<file path="config.mk">
export PLATFORM = sky130hd
export DESIGN_NAME = dbc_bus_arbiter
export DESIGN_NICKNAME = d
export VERILOG_FILES = /design/src/rtl/dbc_bus_arbiter.sv
export SDC_FILE = /design/constraint.sdc
export NUM_CORES = 1
export LEC_CHECK = 0
export BUFFER_PORTS_ARGS = -buffer_cell sky130_fd_sc_hd__buf_2
export CORE_AREA = 2 2 133 135
export DETAILED_ROUTE_END_ITERATION = 16
export DIE_AREA = 0 0 135 137
export HOLD_SLACK_MARGIN = 0.02
export PLACE_DENSITY = 0.63
export SETUP_SLACK_MARGIN = 0.05
export SLEW_MARGIN = 20
export SYNTH_ARGS = -nofsm -noshare
export SYNTH_HDL_FRONTEND = slang
export SYNTH_SLANG_ARGS = --single-unit
</file>
<file path="constraint.sdc">
create_clock -name clk -period 8.4 [get_ports clk]
set_input_delay 0.84 -clock clk [delete_from_list [all_inputs] [get_ports clk]]
set_output_delay 0.84 -clock clk [all_outputs]
set_load 0.02 [all_outputs]
</file>
<file path="src/rtl/dbc_bus_arbiter.sv">
// Two-master round-robin arbiter and strobe sequencer for the DataBusControl port.
// Optional stall timeout is compiled in with `define DBC_ARB_TIMEOUT_EN.
module dbc_bus_arbiter #(
  parameter int READ_LAT       = 1,
  parameter int TIMEOUT_CYCLES = 15
) (
  input  logic        clk,
  input  logic        rst,
  input  logic        m0_req,
  input  logic        m0_we,
  input  logic [1:0]  m0_size,
  input  logic [31:0] m0_addr,
  input  logic [31:0] m0_wdata,
  input  logic        m1_req,
  input  logic        m1_we,
  input  logic [1:0]  m1_size,
  input  logic [31:0] m1_addr,
  input  logic [31:0] m1_wdata,
  output logic        m0_gnt,
  output logic        m1_gnt,
  output logic        m0_ack,
  output logic        m1_ack,
  output logic [31:0] m0_rdata,
  output logic [31:0] m1_rdata,
  output logic        m0_err,
  output logic        m1_err,
  output logic        dbc_wd,
  output logic        dbc_rd,
  output logic [1:0]  dbc_size_in,
  output logic [1:0]  dbc_size_out,
  output logic [31:0] dbc_addr_in,
  output logic [31:0] dbc_addr_out,
  output logic [31:0] dbc_data_in,
  input  logic [31:0] dbc_data_out,
  input  logic        dbc_busy
);

  localparam int CNT_W = (READ_LAT > 0) ? $clog2(READ_LAT + 1) : 1;

  if (READ_LAT < 0 || TIMEOUT_CYCLES < 1) begin : g_bad_param
    $error("dbc_bus_arbiter: READ_LAT must be >= 0 and TIMEOUT_CYCLES >= 1");
  end

  typedef enum logic [1:0] {IDLE, WRITE, READ} state_t;

  state_t             state;
  logic               sel;
  logic               last;
  logic [CNT_W-1:0]   cnt;
  logic [1:0]         size;
  logic [31:0]        addr;
  logic [31:0]        wdata;
  logic               win;
  logic               start;
  logic               abort;

  // Tie goes to the master that did not win last time.
  assign win   = (m0_req & m1_req) ? ~last : m1_req;
  assign start = (state == IDLE) & (m0_req | m1_req) & ~dbc_busy;

  assign dbc_wd       = (state == WRITE);
  assign dbc_rd       = (state == READ);
  assign dbc_size_in  = size;
  assign dbc_size_out = size;
  assign dbc_addr_in  = addr;
  assign dbc_addr_out = addr;
  assign dbc_data_in  = wdata;

`ifdef DBC_ARB_TIMEOUT_EN
  localparam int STALL_W = $clog2(TIMEOUT_CYCLES + 1);

  logic [STALL_W-1:0] stall_cnt;

  assign abort = (state != IDLE) & dbc_busy &
                 (stall_cnt == STALL_W'(TIMEOUT_CYCLES - 1));

  // Counts consecutive busy cycles; parked at zero in IDLE so entry starts clean.
  always_ff @(posedge clk or posedge rst) begin
    if (rst) begin
      stall_cnt <= '0;
      m0_err    <= 1'b0;
      m1_err    <= 1'b0;
    end else begin
      m0_err <= abort & ~sel;
      m1_err <= abort & sel;
      if (state == IDLE || !dbc_busy || abort) begin
        stall_cnt <= '0;
      end else begin
        stall_cnt <= stall_cnt + 1'b1;
      end
    end
  end
`else
  assign abort  = 1'b0;
  assign m0_err = 1'b0;
  assign m1_err = 1'b0;
`endif

  always_ff @(posedge clk or posedge rst) begin
    if (rst) begin
      state    <= IDLE;
      sel      <= 1'b0;
      last     <= 1'b1;
      cnt      <= '0;
      size     <= '0;
      addr     <= '0;
      wdata    <= '0;
      m0_gnt   <= 1'b0;
      m1_gnt   <= 1'b0;
      m0_ack   <= 1'b0;
      m1_ack   <= 1'b0;
      m0_rdata <= '0;
      m1_rdata <= '0;
    end else begin
      m0_gnt   <= 1'b0;
      m1_gnt   <= 1'b0;
      m0_ack   <= 1'b0;
      m1_ack   <= 1'b0;
      m0_rdata <= '0;
      m1_rdata <= '0;
      if (abort) begin
        state  <= IDLE;
        m0_ack <= ~sel;
        m1_ack <= sel;
      end else begin
        case (state)
          IDLE: begin
            if (start) begin
              sel    <= win;
              last   <= win;
              cnt    <= '0;
              size   <= win ? m1_size  : m0_size;
              addr   <= win ? m1_addr  : m0_addr;
              wdata  <= win ? m1_wdata : m0_wdata;
              state  <= (win ? m1_we : m0_we) ? WRITE : READ;
              m0_gnt <= ~win;
              m1_gnt <= win;
            end
          end
          WRITE: begin
            if (!dbc_busy) begin
              state  <= IDLE;
              m0_ack <= ~sel;
              m1_ack <= sel;
            end
          end
          READ: begin
            // Strobe stays up until the registered RAM output has caught up.
            if (!dbc_busy) begin
              if (cnt == CNT_W'(READ_LAT)) begin
                state  <= IDLE;
                m0_ack <= ~sel;
                m1_ack <= sel;
                if (sel) m1_rdata <= dbc_data_out;
                else     m0_rdata <= dbc_data_out;
              end else begin
                cnt <= cnt + 1'b1;
              end
            end
          end
          default: state <= IDLE;
        endcase
      end
    end
  end

endmodule
</file>
# Yosys cells after proc, flatten, opt, wreduce, memory -nomap -nowiden
# Index checks and enable logic that the tools add are counted.
classes:
  n_addsub: 1
  n_bitwise: 8
  reduce_logical: 5
  order_cmp: 0
  div: 0
  n_shift: 0
  n_mux: 35
  n_eq_ne: 6
  multipliers: 0
ops:
  columns: ["cell", "n"]
  rows:
  - ["$mux 32", 10]
  - ["$mux 1", 15]
  - ["$mux 2", 6]
  - ["$ne 2x2->1 const B", 3]
  - ["$pmux 1 s2", 3]
  - ["$pmux 2 s3", 1]
  - ["$not 1->1", 4]
  - ["$reduce_and 4->1", 1]
  - ["$and 1x1->1", 3]
  - ["$reduce_and 3->1", 1]
  - ["$eq 2x1->1 const B", 1]
  - ["$eq 2x2->1 const B", 1]
  - ["$logic_not 2->1", 1]
  - ["$ne 2x1->1 const B", 1]
  - ["$reduce_and 2->1", 1]
  - ["$reduce_bool 2->1", 1]
  - ["$add 1x1->1 const B", 1]
  - ["$or 1x1->1", 1]
totals:
  latchBits: 0
  ff_bits: 139
  out_inout_bits: 172
  ramBits: 0
  mem_bits_ro: 0
  input_bits: 171
  n_memories: 0
  wordCells: 68

# Longest topological paths before layout
# Gate-level depths: netlist of the first run.
depth:
  word_depth: 6
  ltp_mapped: 9
  mapped_depth_nobuf: 6

# Worst setup path before layout of the first run
# No wires, ideal clock.
synth_timing:
  path_type: "input to register"
  startpoint: "in m1_req"
  endpoint: "reg addr[10], in the netlist dbc_addr_in[10]"
  arrival_ps: 1815
  t_required_ps: 8273
  stages: 7
  setup_ps: 127
  slack_ps: 6457
  path_cell_list: "a21boi_1 -> and2_1 -> buf_2 -> buf_2 -> buf_4 -> a222oi_1 -> inv_1"
synth_via:
  elab_chain_cells: 4
  word_cells_on_any_way: 7
synth_lines:
  columns: ["item", "line", "source"]
  rows:
  - ["start: declaration", "14", "input logic m1_req,"]
  - ["$or 1x1->1", "59", "assign start = (state == IDLE) & (m0_req | m1_req) & ~dbc_busy;"]
  - ["$and 1x1->1 (2 in series)", "59", null]
  - ["$reduce_and 2->1 (no source line)", null, null]
  - ["end signal: assignment", "133", "addr <= win ? m1_addr : m0_addr;"]
  - ["end: declaration", "51", "logic [31:0] addr;"]
# Several ways; a longest one is shown, not always the timed one.
# A chain may end at the register's enable or synchronous reset.

# Worst setup path after layout of the first run
layout_timing:
  startpoint: "reg state[0]"
  endpoint: "reg wdata[4], in the netlist dbc_data_in[4]"
layout_via:
  elab_chain_cells: 4
layout_lines:
  columns: ["item", "line", "source"]
  rows:
  - ["start: declaration", "46", "state_t state;"]
  - ["start signal: assignment", "135", "state <= (win ? m1_we : m0_we) ? WRITE : READ;"]
  - ["$logic_not 2->1 *", "59, 126", null]
  - ["$and 1x1->1 (2 in series)", "59", null]
  - ["$reduce_and 2->1 (no source line) *", null, null]
  - ["end signal: assignment", "134", "wdata <= win ? m1_wdata : m0_wdata;"]
  - ["end: declaration", "52", "logic [31:0] wdata;"]
# Mark *: on every way between the ends. The rest lies on a longest branch, timed or not.

==> results of run 1 <==
layout by cell type (no fill, tap or decap), types with 2 or more instances in the layout:
master,count
ha_1,3
buf_4,6
inv_6,3
a222oi_1,66
a21o_1,4
clkbuf_16,17
inv_1,69
and2_1,64
o21ai_0,2
clkinvlp_4,4
nor2_1,4
dfrtp_1,138
clkinv_4,2
conb_1,2
a21oi_1,3
buf_2,340
clkbuf_8,3
worst reg2reg max path, stage by stage (launching register included):
cell	delay (ps)
dfrtp_1	400
inv_1	90
ha_1	180
nor2b_1	270
and2_2	450
buf_4	540
a222oi_1	210
inv_1	100
flip-flops by register name (all words and copies together), names as in the netlist:
register / flops
dbc_addr_in: 32
dbc_data_in: 32
m0_rdata: 32
m1_rdata: 32
dbc_size_in: 2
state: 2
cnt: 1
last: 1
m0_ack: 1
m0_gnt: 1
m1_ack: 1
m1_gnt: 1
sel: 1
final cells by class:
type,instances,area (sq um)
clock inverter,11,111
fill,1633,9400
inverter,70,268
antenna,1,2.50
timing repair buffer,346,1750
multi-input combinational,162,1300
tap,225,282
sequential,139,3480
clock buffer,21,470
kinds of logic after synthesis:
kind of cell | count (synthesis) | share of synthesized area
compound gates | 78 | 0.136
fa+ha+maj | 3 | 0.00691
buf+inv | 135 | 0.126
flops | 139 | 0.641
mux | 1 | 0.00184
other cells | 1 | 0.000690
simple gates | 78 | 0.0885
worst max path at each step:
stage	from	endpoint	slack, ps	cells past startpoint
floorplan	rst	cnt	3840	1
global placement	dbc_busy	dbc_addr_in[5]	5830	6
detailed placement	dbc_busy	dbc_addr_in[5]	5760	6
CTS	state[0]	dbc_addr_in[5]	6070	7
global route	state[0]	dbc_addr_in[9]	5900	7
finish	state[0]	dbc_data_in[4]	6100	7
per-layer routing:
layer	GRT usage	vias to the layer above
met3	0.0959	14
met5	0	-
met2	0.280	247
li1	-	2088
met4	0.0527	2
met1	0.196	2182
through the flow:
step | hold slack, ps | utilization
2_1_floorplan | 460 | -
3_3_place_gp | 486 | 0.415
3_5_place_dp | 494 | 0.415
4_1_cts | 508 | 0.449
5_1_grt | 526 | 0.449
6_report | 506 | 0.449
where the power goes:
group	internal (uW)	switching, uW	leakage (uW)	total [uW]
Sequential	840	108	0.00183	948
Combinational	352	589	0.00243	941
Clock	435	289	0.000274	724
==> flow_metrics.py, run 1 <==
metrics = {
    "outcome": {
        "status": "complete, no violations",
    },
    "logic_synthesis": {
        "syn_area_per_cell_sq_um": 12.5,
        "synth-seq-cells": 139,
        "yosys_most_used_dff": "dfrtp_1",
        "synth_area_leaders": "dfrtp_1 64%, a222oi_1 12%, and2_1 7.5%",
        "async_flop_share": 1.00,
        "synth_seq_area_share": 0.641,
        "ys_top_cells_by_count": "138 x dfrtp_1, 70 x inv_1, 66 x a222oi_1",
        "syn-instance-count": 435,
        "synth_edf_count": 0,
        "synth.distinct_cells": 27,
        "synth_area_sq_um": 5430,
        "synth_top_area_frac": 0.636,
        "yosysWarnings": 0,
        "synth_top_area_cell": "dfrtp_1",
        "synth.most_common_cell": "dfrtp_1",
    },
    "setup_path": {
        "crit_chain": "inv_1 -> ha_1 -> nor2b_1 -> and2_2 -> buf_4 -> a222oi_1 -> inv_1",
        "r2r_start": "state[0]",
        "cp_max_fo": 52,
        "critPathKind": "flop to flop",
        "rrSetupSlack_ps": 6100,
        "critical_path_arrival_ps": 2640,
        "slowest_stage": "buf_4",
        "endpoint_kind": "flop",
        "r2r-end": "dbc_data_in[4]",
        "path_delay_family": "buffers and inverters",
        "crit_required_ps": 8740,
        "crit_top_cell": "inv_1",
        "rr_worst_depth": 7,
        "cp_num_buf_inv": 3,
        "startpoint_type": "flop",
        "cpPeakStageDelay_ps": 540,
    },
    "power": {
        "p_leak_uw": 0.00453,
        "power_uw": 2610,
        "power_density_nw_per_um2": 341,
        "vdd.ir_drop.worst_mv": 0.156,
    },
    "clock_network": {
        "cts.sinks": 139,
        "h-tree-depth": 4,
        "cts.path.max_buffers": 2,
        "hold_buffers": 0,
        "cts_tree": "yes",
        "clk_pin_slew_ps": 60,
        "cts_setup_buffers": 0,
        "root_buffer": "clkbuf_16",
        "cts_resized": 0,
        "insertion_delay_ps": 410,
        "cts_made_buffers": 17,
    },
    "finish": {
        "nets": 910,
        "drive_above_1_share": 0.513,
        "syn2layout_area_growth_pct": 41.0,
        "stdcell_count": 975,
        "final_cell_area_sq_um": 7660,
    },
    "timing": {
        "max_slew_margin": 0.412,
        "fin_skew_ps": 8.84,
        "post-route-min-period_ps": 2300,
        "fin_tns_setup_ps": 0,
        "fin_crit_sh": 0.273,
        "final.setup.worst_slack_ps": 6100,
        "worstMarginPinSlew_ps": 882,
        "setup_viol": 0,
        "final_max_slew_viol_count": 0,
        "max_freq_mhz": 435,
        "finalHoldViolCount": 0,
        "rsz0062_at_grt": "no",
    },
    "grt": {
        "grt_first_pass_wirelength_um": 24000,
        "grtUsageTotal": 0.173,
        "grt_pass1_vias": 4519,
        "grt-ovfl-total": 0,
        "antenna_found_initial": 4,
        "grt_max_degree": 74,
    },
    "routing": {
        "vias": 4533,
        "wl_per_cell_um": 16.9,
        "vias_per_cell": 4.65,
        "drt-met1-wl_um": 6280,
        "route.detailed.drc": 0,
        "topRoutingLayerUsed": "met5",
        "met2_length_um": 7890,
        "wl_met3_um": 2120,
        "drt_iter0_markers": 426,
        "antenna_left": 0,
        "drt-pass1-iter-count": 7,
        "wirelength_um": 16500,
    },
    "die": {
        "rows": 48,
        "start_util": 0.318,
        "core_sq_um": 17100,
        "die_area_sq_um": 18500,
        "io_pins": 343,
        "dieHeight_um": 137,
        "die_x_um": 135,
    },
    "placed_design": {
        "dp_hpwl_um": 12300,
        "gp_congestion": 0.723,
        "io_buffers": 340,
        "dp_slack_ps": 5760,
        "place_area_sq_um": 7070,
        "numPlacedInstances": 942,
    },
    "worst_hold_path": {
        "min_path_type": "primary input to async pin",
    },
    "flow_run": {
        "drv_cap": 0,
    },
}
Power figures use the tool's default switching activity.
==> run 2, diff against run 1 <==
--- a/config.mk
+++ b/config.mk
@@ -5,12 +5,14 @@
 export SDC_FILE = /design/constraint.sdc
 export NUM_CORES = 1
 export LEC_CHECK = 0
+export ABC_AREA = 1
 export BUFFER_PORTS_ARGS = -buffer_cell sky130_fd_sc_hd__buf_2
-export CORE_AREA = 2 2 133 135
+export CORE_ASPECT_RATIO = 0.7
+export CORE_MARGIN = 2
+export CORE_UTILIZATION = 40
 export DETAILED_ROUTE_END_ITERATION = 16
-export DIE_AREA = 0 0 135 137
 export HOLD_SLACK_MARGIN = 0.02
-export PLACE_DENSITY = 0.63
+export PLACE_DENSITY = 0.77
 export SETUP_SLACK_MARGIN = 0.05
 export SLEW_MARGIN = 20
 export SYNTH_ARGS = -nofsm -noshare
==> constraint.sdc (replaced) <==
create_clock -name clk -period 2 [get_ports clk]
set_input_delay 0.2 -clock clk [delete_from_list [all_inputs] [get_ports clk]]
set_output_delay 0.2 -clock clk [all_outputs]
set_load 0.02 [all_outputs]
==> run 2 against run 1 <==
  * Sequential power grew to 4.2 times the previous value
  * Largest power group is now combinational logic
  * Synthesized cell count grew 74%
  * Via count grew 26%
  * Wire length grew 3.7%
  * Die area shrank 13%
  * Global-route usage grew 4.1 points
  * Clock skew grew 4.5 ps
  * Synthesized area grew 11%
  * Clock power grew to 4.6 times the previous value
==> flow_metrics.py, run 2 <==
metrics = {
    "die": {
        "io_pins": 343,
        "rows": 37,
        "core_sq_um": 14700,
        "die_x_um": 151,
        "die_area_sq_um": 16100,
        "dieHeight_um": 107,
        "start_util": 0.411,
    },
    "setup_path": {
        "crit_chain": "nand2_1 -> nand2_2 -> inv_2 -> buf_12 -> nand2_1 -> nand2_1 -> nand2_1 -> nand2_1",
        "cp_max_fo": 36,
        "rr_worst_depth": 8,
        "crit_top_cell": "nand2_1",
        "cp_num_buf_inv": 2,
        "crit_required_ps": 2340,
        "cpPeakStageDelay_ps": 500,
        "r2r-end": "dbc_data_in[4]",
        "r2r_start": "last",
        "critical_path_arrival_ps": 2030,
        "path_delay_family": "buffers and inverters",
        "critPathKind": "flop to flop",
        "rrSetupSlack_ps": 310,
        "slowest_stage": "inv_2",
        "startpoint_type": "flop",
        "endpoint_kind": "flop",
    },
    "power": {
        "p_switching_uw": 4640,
        "seq_power_share": 0.340,
        "p_int_uw": 7080,
        "p_leak_uw": 0.00551,
        "power_frac_comb": 0.373,
        "vdd.ir_drop.worst_mv": 0.762,
        "p_sw_frac": 0.396,
        "p_clk_frac": 0.287,
        "power_density_nw_per_um2": 1350,
    },
    "routing": {
        "vias": 5700,
        "vias_per_cell": 4.38,
        "route.detailed.drc": 0,
        "wl_per_cell_um": 13.2,
        "wirelength_um": 17100,
        "drt_iter0_markers": 242,
        "drt-pass1-iter-count": 4,
        "antenna_left": 0,
    },
    "timing": {
        "fin_crit_sh": 0.843,
        "worstMarginPinSlew_ps": 662,
        "final_max_slew_viol_count": 0,
        "fin_skew_ps": 13.4,
        "final.setup.worst_slack_ps": 313,
        "post-route-min-period_ps": 1690,
        "max_freq_mhz": 593,
        "finalHoldViolCount": 0,
        "rsz0062_at_grt": "no",
        "setup_viol": 0,
        "fin_tns_setup_ps": 0,
        "max_slew_margin": 0.558,
    },
    "logic_synthesis": {
        "synth_edf_count": 0,
        "synth-seq-cells": 139,
        "synth_top_area_cell": "dfrtp_1",
        "yosys_most_used_dff": "dfrtp_1",
        "synth_top_area_frac": 0.571,
        "ys_top_cells_by_count": "417 x nand2_1, 138 x dfrtp_1, 70 x nor2_1",
        "synth_area_sq_um": 6040,
        "syn-instance-count": 759,
        "syn_area_per_cell_sq_um": 7.96,
        "async_flop_share": 1.00,
        "synth.distinct_cells": 20,
        "yosysWarnings": 0,
        "synth_area_leaders": "dfrtp_1 57%, nand2_1 26%, buf_4 5.1%",
        "synth.most_common_cell": "nand2_1",
        "synth_seq_area_share": 0.576,
    },
    "grt": {
        "grt_max_degree": 63,
        "grt_pass1_vias": 5643,
        "antenna_found_initial": 0,
        "grtUsageTotal": 0.214,
        "grt-ovfl-total": 0,
        "grt_first_pass_wirelength_um": 26700,
    },
    "finish": {
        "multiInputGateArea_sq_um": 1960,
        "nets": 1267,
        "nFillCells": 1351,
        "seq_area_sq_um": 3480,
        "fin_util": 0.589,
        "diodes": 0,
        "drive_above_1_share": 0.357,
        "syn2layout_area_growth_pct": 43.5,
        "final_common_cell": "nand2_1",
        "final_cell_mix": "417 x nand2_1, 340 x buf_2, 138 x dfrtp_1, 70 x nor2_1, 40 x inv_1",
    },
    "outcome": {
        "status": "complete, no violations",
    },
    "flow_run": {
        "drv_cap": 0,
    },
    "worst_hold_path": {
        "hold_depth": 3,
        "hold_end": "m1_rdata[15]",
        "min_path_type": "primary input to flop",
        "min_from": "dbc_data_out[15]",
    },
    "clock_network": {
        "root_buffer": "clkbuf_16",
        "cts_tree": "yes",
        "clk_pin_slew_ps": 60,
        "insertion_delay_ps": 410,
        "h-tree-depth": 4,
        "cts.path.max_buffers": 2,
        "cts_made_buffers": 17,
        "cts.sinks": 139,
    },
    "placed_design": {
        "dp_slack_ps": 290,
        "io_buffers": 340,
        "gp_congestion": 0.795,
        "dp_hpwl_um": 12400,
    },
}
run 2: cell count changes after synthesis, moves of 5 or more:
cell,previous run,this run
a222oi_1,66,0
nand3_1,0,9
buf_2,6,11
nand2_1,1,417
nor2_1,4,70
and2_1,65,0
inv_1,70,41
run 2: routing by layer:
metal | vias to the layer above | global-route usage | wire [um]
met5 | - | 0 | 0
met4 | 0 | 0.0668 | 267
met3 | 20 | 0.0528 | 1060
met2 | 205 | 0.388 | 8840
met1 | 2610 | 0.250 | 6940
li1 | 2865 | - | -
run 2: how the worst max path moves through the flow:
stage / from / to / slack [ps] / cells past startpoint
global route: last / dbc_data_in[11] / 120 / 8
CTS: last / dbc_addr_in[0] / 270 / 8
finish: last / dbc_data_in[4] / 310 / 8
floorplan: rst / cnt / 70 / 1
detailed placement: last / dbc_data_in[10] / 290 / 8
global placement: state[0] / sel / 320 / 7
run 2: through the flow:
stage          hold WS, ps  std cells  power, uW  cell area [sq um]
6_report              35.5       1300      11700               8670
2_1_floorplan          329        760       7180               6050
4_1_cts               21.2       1299      11900               8660
3_5_place_dp           340       1241       8400               7760
5_1_grt               28.9       1300      12500               8670
3_3_place_gp           343       1241       8320               7760
run 2: kinds of logic after synthesis:
logic type | after synthesis | synth area share
simple gates | 499 | 0.314
flops | 139 | 0.576
buf+inv | 114 | 0.101
compound gates | 3 | 0.00248
fa+ha+maj | 3 | 0.00621
other cells | 1 | 0.000621
run 2: power by group through the flow:
stage	Clock [uW]	Sequential (uW)	Combinational, uW
after floorplan	0	4760	2410
after global placement	0	4010	4310
after detailed placement	0	4020	4380
after CTS	3450	3990	4430
after global routing	3570	4080	4820
final	3360	3990	4370
run 2: tightest hold or removal path, stage by stage:
cell    delay [ps]
buf_2          100
inv_1           60
nor2_1          40
run 2: cell type report:
class / count / area share
clock inverters: 14 / 0.0242
inverters: 44 / 0.0195
repair buffers: 384 / 0.252
clock buffers: 17 / 0.0490
multi-input cells: 507 / 0.226
well taps: 195 / 0.0281
flip-flops and latches: 139 / 0.401
run 2: timing repair:
action | in CTS | in global routing
setup buffers | 0 | 0
gates resized for setup | 0 | 0
hold endpoints to repair | 67 | 1
hold buffers | 27 | 1
==> run 3, diff against run 2 <==
--- a/config.mk
+++ b/config.mk
@@ -7,12 +7,11 @@
 export LEC_CHECK = 0
 export ABC_AREA = 1
 export BUFFER_PORTS_ARGS = -buffer_cell sky130_fd_sc_hd__buf_2
-export CORE_ASPECT_RATIO = 0.7
-export CORE_MARGIN = 2
-export CORE_UTILIZATION = 40
+export CORE_AREA = 2 2 132 134
 export DETAILED_ROUTE_END_ITERATION = 16
+export DIE_AREA = 0 0 134 136
 export HOLD_SLACK_MARGIN = 0.02
-export PLACE_DENSITY = 0.77
+export PLACE_DENSITY = 0.68
 export SETUP_SLACK_MARGIN = 0.05
 export SLEW_MARGIN = 20
 export SYNTH_ARGS = -nofsm -noshare
==> constraint.sdc (replaced) <==
create_clock -name clk -period 1.6 [get_ports clk]
set_input_delay 0.16 -clock clk [delete_from_list [all_inputs] [get_ports clk]]
set_output_delay 0.16 -clock clk [all_outputs]
set_load 0.02 [all_outputs]
==> run 3 against run 2 <==
  * Sequential share of layout area down 2.5 points
  * Maximum frequency up 10%
  * Final cell count up 5.8%
  * Power up 29%
  * Via count up 6.4%
  * Count of clock-buffer cells in the layout unchanged
  * Flip-flop and latch count unchanged
  * Sequential power up 25%
  * Combinational power up 42%
  * Largest power group unchanged
==> flow_metrics.py, run 3 (synthesized netlist as in run 2, its figures left out) <==
metrics = {
    "setup_path": {
        "cp_max_fo": 8,
        "cpPeakStageDelay_ps": 420,
        "crit_required_ps": 1940,
        "path_delay_family": "buffers and inverters",
        "critical_path_arrival_ps": 1870,
        "critPathKind": "flop to flop",
        "slowest_stage": "dfrtp_1",
        "endpoint_kind": "flop",
        "crit_top_cell": "nand2_1",
        "cp_num_buf_inv": 3,
        "crit_chain": "inv_2 -> ha_2 -> nand2_2 -> nor2_4 -> buf_6 -> clkbuf_16 -> nand2_1 -> nand2_1",
        "startpoint_type": "flop",
    },
    "clock_network": {
        "cts_made_buffers": 17,
        "h-tree-depth": 4,
        "root_buffer": "clkbuf_16",
        "cts_tree": "yes",
        "insertion_delay_ps": 410,
        "clk_pin_slew_ps": 60,
        "cts.sinks": 139,
        "cts.path.max_buffers": 2,
    },
    "grt": {
        "grt_pass1_vias": 5849,
        "grtUsageTotal": 0.202,
        "grt_first_pass_wirelength_um": 28700,
        "antenna_found_initial": 2,
        "grt-ovfl-total": 0,
        "grt_max_degree": 98,
    },
    "finish": {
        "syn2layout_area_growth_pct": 53.3,
        "multiInputGateArea_sq_um": 1970,
        "fin_util": 0.549,
        "final_cell_area_sq_um": 9260,
        "nets": 1311,
        "final_cell_mix": "415 x nand2_1, 339 x buf_2, 138 x dfrtp_1, 70 x nor2_1, 64 x dlygate4sd3_1",
        "seq_area_sq_um": 3480,
        "nFillCells": 1560,
        "final_common_cell": "nand2_1",
        "stdcell_count": 1376,
        "drive_above_1_share": 0.357,
    },
    "timing": {
        "max_slew_margin": 0.646,
        "fin_crit_sh": 0.956,
        "fin_skew_ps": 6.70,
        "final.setup.worst_slack_ps": 70.5,
        "worstMarginPinSlew_ps": 531,
        "finalHoldViolCount": 0,
        "rsz0062_at_grt": "yes",
        "max_freq_mhz": 654,
        "final_max_slew_viol_count": 0,
        "setup_viol": 0,
        "post-route-min-period_ps": 1530,
    },
    "placed_design": {
        "place_area_sq_um": 7810,
        "io_buffers": 340,
        "numPlacedInstances": 1268,
        "dp_hpwl_um": 12700,
        "gp_congestion": 0.786,
        "dp_slack_ps": 29.5,
    },
    "power": {
        "vdd.ir_drop.worst_mv": 0.781,
        "p_leak_uw": 0.00574,
        "power_density_nw_per_um2": 1640,
        "power_uw": 15200,
    },
    "die": {
        "dieHeight_um": 136,
        "rows": 48,
        "start_util": 0.358,
        "core_sq_um": 16900,
        "io_pins": 343,
        "die_x_um": 134,
        "die_area_sq_um": 18200,
    },
    "routing": {
        "drt_iter0_markers": 252,
        "wirelength_um": 19800,
        "wl_per_cell_um": 14.4,
        "vias_per_cell": 4.41,
        "route.detailed.drc": 0,
        "antenna_left": 0,
        "vias": 6067,
        "drt-pass1-iter-count": 5,
    },
    "outcome": {
        "status": "complete, no violations",
    },
    "worst_hold_path": {
        "min_path_type": "primary input to flop",
    },
    "flow_run": {
        "drv_cap": 0,
    },
}
==> run 3: cell count changes in the layout (fill, tap and decap cells not counted), moves of 2 or more <==
cell	previous run	this run
nand2_1	417	415
clkbuf_16	17	22
ha_2	0	2
buf_4	9	6
ha_1	3	1
dlygate4sd3_1	28	64
inv_1	40	38
buf_12	7	10
nand2_2	1	3
bufinv_16	4	2
inv_8	2	5
buf_6	0	4
==> run 3: area by class of cell <==
| cell class | count | share of cell area |
|---|---|---|
| flip-flops and latches | 139 | 0.376 |
| repair buffers | 428 | 0.297 |
| multi-input cells | 507 | 0.212 |
| clock buffers | 17 | 0.0459 |
| well taps | 225 | 0.0304 |
| clock inverters | 15 | 0.0195 |
| inverters | 44 | 0.0188 |
| diodes | 1 | 0.000270 |
==> run 3: worst paths after layout <==
check                              from               to  slack, ps  cells after the start
setup / recovery               state[1]   dbc_addr_in[9]         70                      8
hold / removal             m1_wdata[18]  dbc_data_in[18]         30                      5
setup reg to reg               state[1]   dbc_addr_in[9]         70                      8
hold reg to reg                    last             last        460                      2
max in group asynchronous           rst             last        710                      4
min in group asynchronous           rst              sel        460                      4
==> run 3: report_power, final <==
| part | leakage, uW | total, uW | switching (uW) | internal (uW) |
|---|---|---|---|---|
| Clock | 0.000294 | 4010 | 1640 | 2360 |
| Combinational | 0.00361 | 6190 | 3930 | 2260 |
| Sequential | 0.00184 | 4980 | 577 | 4400 |
==> run 3: stage by stage <==
step                      TNS, ps  hold WS (ps)
after floorplan            -40610           289
after global placement          0           360
after CTS                       0          20.0
after detailed placement        0           365
after global routing        -58.8          42.7
final                           0          33.3
==> run 3: metal layers <==
metal | GRT usage | vias up | share of wire
li1 | - | 2970 | -
met5 | 0 | - | 0
met3 | 0.0697 | 27 | 0.089
met1 | 0.232 | 2813 | 0.40
met2 | 0.351 | 257 | 0.49
met4 | 0.0768 | 0 | 0.020
==> run 3: worst reg2reg max path: stages, from the launching register on <==
cell and delay [ps]:
dfrtp_1 420, inv_2 80, ha_2 200, nand2_2 80, nor2_4 230, buf_6 190, clkbuf_16 160, nand2_1 60
nand2_1 60
==> run 3: repair_timing <==
action,4_1_cts,5_1_grt
hold buffers,64,0
setup buffers,0,4
hold endpoints to repair,227,0
gates resized for setup,2,9
cloned,0,7
setup endpoints to repair,3,58
pin swaps,0,1
